--- src/rtl/dmem_arbiter.sv ---
// dmem_arbiter: shares one data memory port between the pipeline MEM stage
// (port 0) and the debug/DMA loader (port 1). One grant per cycle, one
// response per grant exactly one cycle later. Misaligned or out-of-range
// requests are answered with an error and never reach the memory.
// Build option: define DMEM_ARB_ROUND_ROBIN_EN for round-robin arbitration;
// otherwise port 0 has fixed priority.
module dmem_arbiter #(
    parameter int unsigned MEM_SIZE = 256
) (
    input  logic        clk,
    input  logic        rst,
    input  logic        req0_valid_i,
    input  logic        req1_valid_i,
    output logic        req0_ready_o,
    output logic        req1_ready_o,
    input  logic        req0_we_i,
    input  logic        req1_we_i,
    input  logic [31:0] req0_addr_i,
    input  logic [31:0] req1_addr_i,
    input  logic [31:0] req0_wdata_i,
    input  logic [31:0] req1_wdata_i,
    output logic        rsp0_valid_o,
    output logic        rsp1_valid_o,
    output logic        rsp0_err_o,
    output logic        rsp1_err_o,
    output logic [31:0] rsp0_rdata_o,
    output logic [31:0] rsp1_rdata_o,
    output logic [31:0] mem_addr_o,
    output logic [31:0] mem_write_data_o,
    output logic        mem_read_en_o,
    output logic        mem_write_en_o,
    input  logic [31:0] mem_read_data_i
);

    localparam logic [29:0] MemWords = 30'(MEM_SIZE);

    logic        gnt0;
    logic        gnt1;
    logic        any_gnt;
    logic        sel_we;
    logic [31:0] sel_addr;
    logic [31:0] sel_wdata;
    logic        sel_err;

    logic        rsp_pend;
    logic        rsp_port;
    logic        rsp_is_read;
    logic        rsp_err;

`ifdef DMEM_ARB_ROUND_ROBIN_EN
    // last_grant = 1 means port 1 was granted last, so port 0 is preferred next.
    logic last_grant;

    // Round-robin grant: on contention pick the port not granted last.
    always_comb begin
        gnt0 = 1'b0;
        gnt1 = 1'b0;
        if (!rst) begin
            if (req0_valid_i && req1_valid_i) begin
                gnt0 = last_grant;
                gnt1 = !last_grant;
            end else begin
                gnt0 = req0_valid_i;
                gnt1 = req1_valid_i;
            end
        end
    end

    // Pointer follows every grant; reset leaves port 0 preferred.
    always_ff @(posedge clk) begin
        if (rst) begin
            last_grant <= 1'b1;
        end else if (gnt0) begin
            last_grant <= 1'b0;
        end else if (gnt1) begin
            last_grant <= 1'b1;
        end
    end
`else
    // Fixed priority grant: port 1 only when port 0 is idle.
    always_comb begin
        gnt0 = !rst && req0_valid_i;
        gnt1 = !rst && req1_valid_i && !req0_valid_i;
    end
`endif

    // Select the granted request and classify it.
    always_comb begin
        any_gnt   = gnt0 || gnt1;
        sel_we    = gnt1 ? req1_we_i    : req0_we_i;
        sel_addr  = gnt1 ? req1_addr_i  : req0_addr_i;
        sel_wdata = gnt1 ? req1_wdata_i : req0_wdata_i;
        sel_err   = (sel_addr[1:0] != 2'b00) || (sel_addr[31:2] >= MemWords);
    end

    // Drive readies and the memory port; errors leave the memory untouched.
    always_comb begin
        req0_ready_o     = gnt0;
        req1_ready_o     = gnt1;
        mem_addr_o       = 32'd0;
        mem_write_data_o = 32'd0;
        mem_read_en_o    = 1'b0;
        mem_write_en_o   = 1'b0;
        if (any_gnt && !sel_err) begin
            mem_addr_o = sel_addr;
            if (sel_we) begin
                mem_write_en_o   = 1'b1;
                mem_write_data_o = sel_wdata;
            end else begin
                mem_read_en_o = 1'b1;
            end
        end
    end

    // Capture response tracking at the grant cycle; reset drops anything pending.
    always_ff @(posedge clk) begin
        if (rst) begin
            rsp_pend    <= 1'b0;
            rsp_port    <= 1'b0;
            rsp_is_read <= 1'b0;
            rsp_err     <= 1'b0;
        end else begin
            rsp_pend    <= any_gnt;
            rsp_port    <= gnt1;
            rsp_is_read <= !sel_we;
            rsp_err     <= sel_err;
        end
    end

    // Route the response to the port that was granted last cycle.
    always_comb begin
        rsp0_valid_o = 1'b0;
        rsp1_valid_o = 1'b0;
        rsp0_err_o   = 1'b0;
        rsp1_err_o   = 1'b0;
        rsp0_rdata_o = 32'd0;
        rsp1_rdata_o = 32'd0;
        // Gated by rst so nothing leaks out while reset is asserted.
        if (rsp_pend && !rst) begin
            if (rsp_port) begin
                rsp1_valid_o = 1'b1;
                rsp1_err_o   = rsp_err;
                rsp1_rdata_o = (rsp_is_read && !rsp_err) ? mem_read_data_i : 32'd0;
            end else begin
                rsp0_valid_o = 1'b1;
                rsp0_err_o   = rsp_err;
                rsp0_rdata_o = (rsp_is_read && !rsp_err) ? mem_read_data_i : 32'd0;
            end
        end
    end

endmodule

--- config.mk ---
export PLATFORM = sky130hd
export DESIGN_NAME = dmem_arbiter
export DESIGN_NICKNAME = d
export VERILOG_FILES = /design/src/rtl/dmem_arbiter.sv
export SDC_FILE = /design/constraint.sdc
export NUM_CORES = 1
export LEC_CHECK = 0
export CORE_AREA = 8 8 112 114
export DETAILED_ROUTE_END_ITERATION = 8
export DIE_AREA = 0 0 120 122
export GPL_TIMING_DRIVEN = 0
export PLACE_DENSITY = 0.67
export SLEW_MARGIN = 20
export SYNTH_ARGS = -nofsm -noshare
export SYNTH_HDL_FRONTEND = slang
export SYNTH_SLANG_ARGS = --single-unit
--- constraint.sdc ---
create_clock -name clk -period 5.1 [get_ports clk]
set_clock_uncertainty 0.1 [all_clocks]
set_input_delay 1.02 -clock clk [delete_from_list [all_inputs] [get_ports clk]]
set_output_delay 1.02 -clock clk [all_outputs]
set_load 0.03 [all_outputs]
### After elaboration in Yosys (flattened, before gate mapping)

Index checks and enable logic that the tools add are counted.

| storage, ports and cells | value |
|---|---|
| register bits | 4 |
| input bits | 166 |
| word-level logic and storage cells | 42 |
| output and inout port bits | 136 |

| cells by class | value |
|---|---|
| order comparisons | 1 |
| reductions and logical operators | 14 |
| mux-type cells | 23 |

Operators with widths:

| kind | count |
|---|---|
| two-way mux 32 bit | 10 |
| >= comparator 30 x 9 -> 1 bit, second input constant | 1 |
| two-way mux 1 bit | 13 |
| logical AND 1 bit | 6 |
| logical NOT 1 bit | 5 |
| logical OR 1 bit | 2 |
| nonzero test 2 bit | 1 |

### Logic depth before layout (Yosys ltp)

| depth | value |
|---|---|
| depth after elaboration | 9 |
| gate-level depth with buffers | 6 |
| mapped depth without buffers | 5 |

### Worst setup path after synthesis

Ideal clock, no wire load.

| path | value |
|---|---|
| path kind | input to output |
| start | input req0_addr_i[21] |
| end | output mem_read_en_o |
| arrival | 2.707 ns |
| slack | 1.273 ns |
| cell stages on the path | 5 |
| required time | 3.980 ns |
| path buffers | 1 |
| cells stage by stage | or4_1 > nor3_1 > a31oi_1 > clkbuf_1 > nor3_1 |

| on the way | value |
|---|---|
| word-level cells in the longest chain between the ends | 6 |

Ends and longest elaborated chain:

| what | RTL line | RTL |
|---|---|---|
| start, declared | 18 | `input logic [31:0] req0_addr_i,` |
| two-way mux 32 bit | 91 | `sel_addr = gnt1 ? req1_addr_i : req0_addr_i;` |
| >= comparator 30 x 9 -> 1 bit | 93 | `sel_err = (sel_addr[1:0] != 2'b00) \|\| (sel_addr[31:2] >= MemWords);` |
| logical OR 1 bit | 93 |  |
| logical NOT 1 bit | 104 | `if (any_gnt && !sel_err) begin` |
| logical AND 1 bit | 104 |  |
| two-way mux 1 bit | 104 |  |
| end, declared | 30 | `output logic mem_read_en_o,` |

No other way between the ends.

### Final worst setup path

| path | value |
|---|---|
| start | input req0_addr_i[23] |
| end | output mem_write_data_o[23] |

| on the way | value |
|---|---|
| word-level cells in the longest chain between the ends | 6 |

Ends and longest elaborated chain:

| what | RTL line | RTL |
|---|---|---|
| two-way mux 32 bit | 91 |  |
| >= comparator 30 x 9 -> 1 bit | 93 |  |
| logical OR 1 bit | 93 |  |
| logical NOT 1 bit | 104 |  |
| logical AND 1 bit | 104 |  |
| two-way mux 32 bit | 104 |  |
| end, declared | 29 | `output logic [31:0] mem_write_data_o,` |

No other way between the ends.

==> results by group <==
Layout
  • Share of layout cells above drive strength 1: 0.08287
  • Most frequent cells in the layout: clkdlybuf4s50_1 (273), and3_1 (64), nor2_1 (34), a22oi_1 (32)
  • Commonest non-fill, non-tap cell in the layout: clkdlybuf4s50_1
  • Area grow syn2layout: 201.0%
  • Design Area, Final: 4621 um^2
  • Nets: 711
  • Layout Cells excl Fill: 683
  • ANT cells: 0

Timing
  • Final Hold Viols: 0
  • Minimum clock period: 4905 ps
  • Period utilisation layout: 0.9617
  • Final setup fails: 0
  • RSZ-0062 raised after global routing: false
  • FMAX: 0.2039 GHz
  • Slew Limit Fails: 0
  • Rel. slew slack: 0.5148
  • Setup TNS: 0 ps
  • Worst Tran Pin Value: 726.3 ps

Routing
  • Via density: 4.268
  • Top Metal Used: met4
  • Routed wl met2: 5949 um
  • Drt pass-1 iters: 4
  • Metal-1 WL: 3916 um
  • Residual DRC: 0
  • Routed WL: 11770 um
  • Avg WL per Cell: 17.23 um
  • Via count: 2915
  • Iteration-0 DRC Markers: 98
  • Met3 Routed Length: 1788 um
  • Post-route ant nets: 0

GRT
  • Total global routing overflow: 0
  • GRT Total Usage: 0.1477
  • First-pass GRT wire length: 17710 um
  • Vias in the first global route: 3214
  • Largest net degree at the start of global routing: 11
  • Initial antenna violation count: 0

Clock network
  • CTS Sinks: 4
  • Hold-fix buffers at CTS: 0
  • Clk root buf: clkbuf_8
  • Post-CTS Resized: 0
  • Postcts setup bufs: 0
  • CTS tree: done
  • CTS Buf Count: 3
  • H-tree levels: 1
  • CTS clk-pin slew, worst paths: 30 ps
  • CTS Buffer Depth: 2

Worst hold path
  • Hold Path Class: in2reg

Power and ir drop
  • Seq pwr share: 0.103
  • Clk network pwr share: 0.196
  • Gate power share: 0.700
  • Power Dens Cells: 71.33 nW/um^2
  • Max VDD drop: 0.03768 mV
  • Sw Share: 0.3076
  • Sw Pwr: 0.1014 mW
  • Pint: 0.2282 mW
  • Leakage power total: 1.922 nW

Die
  • Die Y: 122 um
  • Starting Density: 0.1435
  • I/O pin cnt: 302
  • Die ar.: 14640 um^2
  • Die Span X: 120 um
  • CORE AREA: 10700 um^2
  • Rows: 38

Worst setup path
  • Crit path to: mem_write_data_o[23]
  • Largest stage delay, worst path: 690 ps
  • Data required time of the worst path: 3980 ps
  • Crit-path slowest cell: clkdlybuf4s50_1
  • Critical path depth: 8
  • Startpoint Class: input port
  • Worst path cell trace: clkdlybuf4s50_1, nor4_1, nand4_1, or2_2, a211o_1, buf_6, nor2_1, clkdlybuf4s50_1
  • Setup Crit Path Kind: in2out
  • Largest fanout on the critical path: 10
  • Top delay family on crit path: buffers and inverters
  • Kind of end point of the critical path: output port
  • Critical path buffer and inverter count: 3
  • Most used cell, CP: clkdlybuf4s50_1
  • Crit path from: req0_addr_i[23]
  • Arr. time, crit path: 3780 ps

Yosys
  • Post-synth EDFFs: 0
  • Sequential fraction of the synthesis area: 0.05216
  • Yosys reg bits: 4
  • Synth async-reset ratio: 0
  • Syn_area_per_cell: 6.397 um^2
  • Main synth FF type: dfxtp_1
  • Synth cell types: 30
  • YS warnings: 0
  • Synthesized area: 1535 um^2
  • Mapped Cells: 240

Placement
  • Port Buffers: 277
  • DP Cell Count: 680
  • GPL Wtd Cong: 0.8574
  • DP HPWL: 10670 um
  • Dpl cell area: 4569 um^2

Job
  • MaxCap Viol Count: 0

Outcome
  • Outcome: finished clean
-- layout make-up --
cell class | count | area, um^2
fillers | 1086 | 6077
repair buffers | 277 | 2783
multi-input cells | 208 | 1236
plain buffers | 51 | 305.3
well taps | 140 | 175.2
flip-flops and latches | 4 | 80.08
clock buffers | 3 | 41.29
-- power groups by stage --
stage | clock, mW | combinational [mW] | sequential [mW]
CTS | 0.0669 | 0.230 | 0.0341
finish | 0.0647 | 0.231 | 0.0341
global placement | 0 | 0.227 | 0.0345
global route | 0.0684 | 0.247 | 0.0342
detailed placement | 0 | 0.230 | 0.0346
floorplan | 0 | 0.0799 | 0.0343
-- how the worst min path moves through the flow --
stage / startpoint / to / slack, ps / cells past startpoint
after floorplan: rst / rsp_err / 990 / 1
after global placement: req1_valid_i / rsp_port / 1540 / 2
after detailed placement: req1_valid_i / rsp_port / 1540 / 2
after CTS: req1_valid_i / rsp_port / 1320 / 2
after global routing: req1_valid_i / rsp_port / 1340 / 2
final: req1_valid_i / rsp_port / 1310 / 2
-- cell families after synthesis --
group           share of synthesized area
mux                               0.01385
simple gates                       0.5110
flops                             0.05216
buf+inv                            0.1989
other cells                      0.002443
compound gates                     0.2217
-- sequential cells by signal, indices dropped and copies added, names as in the netlist --
name	flops
rsp_err	1
rsp_is_read	1
rsp_pend	1
rsp_port	1
-- stage by stage --
step	setup slack, ps	total power, mW	utilization	hold slack (ps)
3_5_place_dp	143.8	0.2642	0.4271	1540
6_report	195.3	0.3296	0.4319	1315
2_1_floorplan	1273	0.1142	-	992.4
4_1_cts	113.0	0.3314	0.4310	1318
5_1_grt	1.341	0.3493	0.4319	1337
3_3_place_gp	151.1	0.2616	0.4271	1542
-- metal layers --
layer,vias up,track usage
met4,0,0.03669
met1,1274,0.1395
met5,-,0
met3,6,0.08376
met2,185,0.2717
li1,1450,-
-- synthesized netlist by cell type (all sizes together), types with 2 or more instances --
library cell  instances  share of area
a21oi                 2         0.0065
a22oi                32           0.16
a32oi                 8          0.046
and2                  2         0.0081
and3                 64           0.26
buf                  28           0.14
clkbuf               23          0.056
dfxtp                 4          0.052
nor2                 44           0.12
nor2b                 2         0.0081
nor3                  3         0.0098
nor3b                 3          0.022
nor4                 10          0.041
or2                   3          0.012
or4                   2         0.0098
(Power assumes the default switching activity.)
